--- config.mk ---
export PLATFORM = sky130hd
export DESIGN_NAME = mem_access_unit_flat
export DESIGN_NICKNAME = d
export VERILOG_FILES = /design/src/rtl/mem_access_unit_if.sv /design/src/rtl/mem_access_unit.sv /design/src/flat_wrapper.sv
export SDC_FILE = /design/constraint.sdc
export NUM_CORES = 1
export LEC_CHECK = 0
export CAP_MARGIN = 10
export CORE_ASPECT_RATIO = 0.8
export CORE_MARGIN = 10
export CORE_UTILIZATION = 43
export DETAILED_ROUTE_END_ITERATION = 8
export PLACE_DENSITY = 0.81
export SYNTH_ARGS = -nofsm -noshare
export SYNTH_HDL_FRONTEND = slang
export SYNTH_SLANG_ARGS = --single-unit
--- constraint.sdc ---
create_clock -name clk -period 3.1 [get_ports clk]
set_input_delay 0.62 -clock clk [delete_from_list [all_inputs] [get_ports clk]]
set_output_delay 0.62 -clock clk [all_outputs]
set_load 0.01 [all_outputs]
--- src/rtl/mem_access_unit_if.sv ---
// Load/store unit bus: controller request/response plus DataMemory initiator signals.
// master = the load/store unit, slave = controller and DataMemory side.
interface mem_access_unit_if #(
  parameter int WL = 32,
  parameter int AW = 32
);
  logic          start;
  logic          isStore;
  logic [2:0]    funct3;
  logic [AW-1:0] address;
  logic [WL-1:0] storeData;
  logic          busy;
  logic          done;
  logic          misaligned;
  logic [WL-1:0] loadData;
  logic [AW-1:0] memAddress;
  logic [WL-1:0] memDataOUT;
  logic          memWriteEN;
  logic [WL-1:0] memDataIN;

  modport master (
    input  start, isStore, funct3, address, storeData, memDataIN,
    output busy, done, misaligned, loadData, memAddress, memDataOUT, memWriteEN
  );
  modport slave (
    output start, isStore, funct3, address, storeData, memDataIN,
    input  busy, done, misaligned, loadData, memAddress, memDataOUT, memWriteEN
  );
endinterface

--- src/rtl/mem_access_unit.sv ---
// Multi-cycle RISC-V load/store unit: lane select, extension, read-modify-write for
// sub-word stores and alignment rejection, with a start/done handshake.
module mem_access_unit #(
  parameter int WL = 32,
  parameter int AW = 32
) (
  input  logic               clk,
  input  logic               rst,
  mem_access_unit_if.master  bus
);
  typedef enum logic [1:0] {IDLE, READ, WRITE, DONE} state_t;

  state_t        state, state_nx;
  logic          is_store, mis;
  logic [2:0]    f3;
  logic [AW-1:0] addr;
  logic [WL-1:0] sdata, word, load_data;
  logic          reject;

  // Request check is done on the raw inputs so a rejected request skips memory entirely.
  always_comb begin
    reject = 1'b1;
    case (bus.funct3)
      3'b000:  reject = 1'b0;
      3'b001:  reject = bus.address[0];
      3'b010:  reject = |bus.address[1:0];
      3'b100:  reject = bus.isStore;
      3'b101:  reject = bus.isStore | bus.address[0];
      default: reject = 1'b1;
    endcase
  end

  function automatic logic [WL-1:0] extend(input logic [WL-1:0] w, input logic [1:0] a,
                                           input logic [2:0] f);
    logic [7:0]  b;
    logic [15:0] h;
    b = w[{a, 3'b000} +: 8];
    h = w[{a[1], 4'b0000} +: 16];
    case (f)
      3'b000:  extend = {{(WL-8){b[7]}}, b};
      3'b001:  extend = {{(WL-16){h[15]}}, h};
      3'b100:  extend = {{(WL-8){1'b0}}, b};
      3'b101:  extend = {{(WL-16){1'b0}}, h};
      default: extend = w;
    endcase
  endfunction

  always_comb begin
    state_nx = state;
    case (state)
      IDLE:    if (bus.start) begin
                 if (reject)                                  state_nx = DONE;
                 else if (bus.isStore && bus.funct3 == 3'b010) state_nx = WRITE;
                 else                                         state_nx = READ;
               end
      READ:    state_nx = is_store ? WRITE : DONE;
      WRITE:   state_nx = DONE;
      default: state_nx = IDLE;
    endcase
  end

  always_ff @(posedge clk) begin
    if (rst) begin
      state     <= IDLE;
      is_store  <= 1'b0;
      mis       <= 1'b0;
      f3        <= '0;
      addr      <= '0;
      sdata     <= '0;
      word      <= '0;
      load_data <= '0;
    end else begin
      state <= state_nx;
      if (state == IDLE && bus.start) begin
        is_store <= bus.isStore;
        f3       <= bus.funct3;
        addr     <= bus.address;
        sdata    <= bus.storeData;
        mis      <= reject;
      end
      if (state == READ) begin
        if (is_store) word      <= bus.memDataIN;
        else          load_data <= extend(bus.memDataIN, addr[1:0], f3);
      end
    end
  end

  // Sub-word stores merge into the word captured during READ.
  always_comb begin
    bus.memDataOUT = word;
    if (f3 == 3'b000)      bus.memDataOUT[{addr[1:0], 3'b000} +: 8]  = sdata[7:0];
    else if (f3 == 3'b001) bus.memDataOUT[{addr[1], 4'b0000} +: 16]  = sdata[15:0];
    else                   bus.memDataOUT = sdata;
  end

  assign bus.memAddress = {addr[AW-1:2], 2'b00};
  assign bus.memWriteEN = (state == WRITE);
  assign bus.busy       = (state != IDLE);
  assign bus.done       = (state == DONE);
  assign bus.misaligned = (state == DONE) && mis;
  assign bus.loadData   = load_data;
endmodule

--- src/flat_wrapper.sv ---
// flat-port wrapper written by rule: the top's interface ports become plain ports
module mem_access_unit_flat 
#(
  parameter int WL = 32,
  parameter int AW = 32
)
  (clk, rst, bus_start, bus_isStore, bus_funct3, bus_address, bus_storeData, bus_memDataIN, bus_busy, bus_done, bus_misaligned, bus_loadData, bus_memAddress, bus_memDataOUT, bus_memWriteEN);
  mem_access_unit_if #(.WL(WL), .AW(AW)) bus_i ();
  input  logic clk;
  input  logic rst;
  input wire logic [$bits(bus_i.start)-1:0] bus_start;
  input wire logic [$bits(bus_i.isStore)-1:0] bus_isStore;
  input wire logic [$bits(bus_i.funct3)-1:0] bus_funct3;
  input wire logic [$bits(bus_i.address)-1:0] bus_address;
  input wire logic [$bits(bus_i.storeData)-1:0] bus_storeData;
  input wire logic [$bits(bus_i.memDataIN)-1:0] bus_memDataIN;
  output wire logic [$bits(bus_i.busy)-1:0] bus_busy;
  output wire logic [$bits(bus_i.done)-1:0] bus_done;
  output wire logic [$bits(bus_i.misaligned)-1:0] bus_misaligned;
  output wire logic [$bits(bus_i.loadData)-1:0] bus_loadData;
  output wire logic [$bits(bus_i.memAddress)-1:0] bus_memAddress;
  output wire logic [$bits(bus_i.memDataOUT)-1:0] bus_memDataOUT;
  output wire logic [$bits(bus_i.memWriteEN)-1:0] bus_memWriteEN;
  assign bus_i.start = bus_start;
  assign bus_i.isStore = bus_isStore;
  assign bus_i.funct3 = bus_funct3;
  assign bus_i.address = bus_address;
  assign bus_i.storeData = bus_storeData;
  assign bus_i.memDataIN = bus_memDataIN;
  assign bus_busy = bus_i.busy;
  assign bus_done = bus_i.done;
  assign bus_misaligned = bus_i.misaligned;
  assign bus_loadData = bus_i.loadData;
  assign bus_memAddress = bus_i.memAddress;
  assign bus_memDataOUT = bus_i.memDataOUT;
  assign bus_memWriteEN = bus_i.memWriteEN;
  mem_access_unit #(.WL(WL), .AW(AW)) u_core (.clk(clk), .rst(rst), .bus(bus_i));
endmodule
==> key figures <==
CTS
  • Root Driver: clkbuf_16
  • CTS Buf Count: 17
  • CTS sink count: 135
  • Clock latency on the worst-skew pair: about 420 ps
  • Reg clk slew, reported paths: 60 ps
  • H-tree depth: 4
  • CTS max path bufs: 2
  • Hold_buf cts: 0
  • CTS tree: yes

Global routing
  • M2 GR Usage: 32.4%
  • Total track usage: a little over a fifth
  • Met3 Use GR: under 10%
  • GRT overflow: 0
  • Initial antenna violation count: 1
  • GR Util met1: 27.6%
  • Global-route wire length before repair: 36.9 mm
  • Largest net degree at the start of global routing: 66
  • Vias in the first global route: 6643
  • Most crowded layer after global routing: met2

Place
  • DP HPWL: about 17 mm
  • Placed cells: 1178
  • Routability Congestion: 0.911
  • Place WS: 307 ps
  • IO buf count: 200

Worst setup path
  • WP buf/inv: 2
  • Crit path capture type: primary output
  • CP max-delay cell: clkdlybuf4s50_1
  • WP data arrival: 2350 ps
  • Worst path cell trace: inv_1, ha_4, nor4b_2, a211o_2, a22o_1, clkdlybuf4s50_1
  • Crit path max-delay family: buffers and inverters
  • Slowest stage delay, CP: 540 ps
  • Crit Path Max Fanout: 8
  • Worst Setup Path Type: reg2out
  • Startpoint types: flop
  • CP required: approximately 2500 ps

Flow run
  • Maxcap violations: 0

Die
  • I/O pin count: 203
  • Row cnt: 40
  • Core box area: 15200 sq um
  • Die Ht: 132 um
  • DIE AREA: about 21000 sq um
  • Initial Util: 44.2%
  • Die width: around 160 um

Timing
  • Fmax: 337 MHz
  • Final worst-path cycle share: 95.6%
  • Slew Limit Fails: 0
  • Setup violators final: 0
  • Worst slew pin tran: ~860 ps
  • Relative slew slack: between 40 and 50%
  • Final Hold Viols: 0
  • RSZ-0062 raised after global routing: no
  • Worst setup margin: approximately 130 ps
  • Tmin final: approximately 3000 ps
  • Clock Skew: 9.51 ps

Drt
  • First-pass DRT Iterations: 7
  • Wire per inst: 19.3 um
  • Detailed Route WL: 23.4 mm
  • DRC: 0
  • Post-DRT Antenna Nets: 0
  • Vias post-DR: 6817
  • 1st-iter DRT viols: a little under 700
  • Vias/cell: 5.62

Final layout
  • Commonest non-fill, non-tap cells in the layout: nand2_1 (218), clkdlybuf4s50_1 (173), dfxtp_1 (134)
  • Final nets: 1103
  • Share of layout cells above drive strength 1: 10.6%
  • Ant. Diodes: 0
  • Area Overhead vs Synth: 38.9%
  • Commonest non-fill, non-tap cell in the layout: nand2_1
  • Fin cells: 1214

Synth
  • Mapped Avg Cell Area: 7.93 sq um
  • #FFs+latches synth: 135
  • Most common flop cell mapped by yosys: dfxtp_1
  • Cell Area, Synth: ~6700 sq um
  • Yosys warns: 0
  • Ys async rst share: 0%
  • Seq/Total Area, Yosys: 40.3%
  • Yosys cell types: 46
  • EDFF count, synth: 0
  • Gate Count Post-Synth: around 850

Power and ir drop
  • Pleak: between 3 and 4 nW
  • Total power: 7.66 mW
  • Pwr Density: 822 nW/um^2
  • Worst VDD drop: ~0.56 mV

Min path
  • Worst hold path type: reg2reg

Run status
  • Status: complete, no violations
-- path summary, 6_finish.rpt --
check	from	endpoint	slack [ps]	cells after the start
worst max-delay path	u_core.addr[1]	bus_memDataOUT[4]	130	6
worst min-delay path	u_core.addr[2]	u_core.addr[2]	450	2
worst max register to register	u_core.addr[1]	u_core.bus.loadData[9]	910	4
worst min register to register	u_core.addr[2]	u_core.addr[2]	450	2
-- repair_timing --
| item | CTS | global route |
|---|---|---|
| gates cloned | 1 | 0 |
| buffers inserted | 2 | 1 |
| pin swaps | 1 | 2 |
| resized for setup | 25 | 14 |
| endpoints found under the setup margin | 32 | 16 |
-- through the flow --
stage | util (%) | hold WS, ps | setup TNS [ps] | cell area (sq um)
2_1_floorplan | - | 427 | 0 | 6710
3_3_place_gp | 57.1 | 438 | 0 | 8660
3_5_place_dp | 57.1 | 446 | 0 | 8660
4_1_cts | 61.2 | 455 | -30.0 | 9280
5_1_grt | 61.4 | 474 | 0 | 9310
6_report | 61.4 | 452 | 0 | 9310
-- sequential cells by signal (all words and copies together) (netlist names) --
name                 flops
u_core.f3                3
u_core.is_store          1
u_core.sdata            32
u_core.word             32
u_core.bus.loadData     32
u_core.state             2
u_core.addr             32
u_core.mis               1
-- Yosys cell counts (all sizes together) (15+ instances only) --
cell / instances / share of area (%)
mux2: 16 / 2.7
buf: 54 / 5.2
a221oi: 34 / 4.4
nand2: 219 / 12
a21oi: 126 / 9.4
a311oi: 17 / 3.2
o21ai: 15 / 1.1
clkbuf: 47 / 2.6
mux2i: 17 / 2.5
a211oi: 24 / 2.8
dfxtp: 135 / 40
nor2: 33 / 1.8
inv: 19 / 1.1
-- where the power goes --
part / internal (mW) / leakage [nW] / switching (mW)
registers: 2.10 / 1.10 / 0.285
clock network: 1.15 / 0.266 / 0.815
logic: 1.52 / 2.02 / 1.79
-- area by class of cell --
type / instances / area (sq um)
clock buffer: 20 / 457
clock inverter: 12 / 116
fill: 1340 / 5860
inverter: 19 / 71.3
multi-input combinational: 591 / 3450
sequential: 135 / 2700
tap: 210 / 263
timing repair buffer: 227 / 2240
-- worst register-to-register path, stage by stage, from the launching register on --
cell	delay, ps
dfxtp_2	380
bufbuf_16	340
mux4_2	550
a211oi_2	570
a221oi_1	200
-- logic make-up after synthesis --
kind of cell	Yosys count	share of synthesized area, %
other	1	0.0559
buffers and inverters	120	8.89
adders and majority gates	9	1.68
AOI/OAI and AO/OA	249	24.8
DFF	135	40.3
and+or+nand+nor	297	18.7
muxes	34	5.56
-- routing by layer --
layer,wire [um],vias to the layer above
li1,-,3235
met1,10300,3191
met2,10200,356
met3,2590,33
met4,360,2
met5,17,-
(Power assumes the default switching activity.)
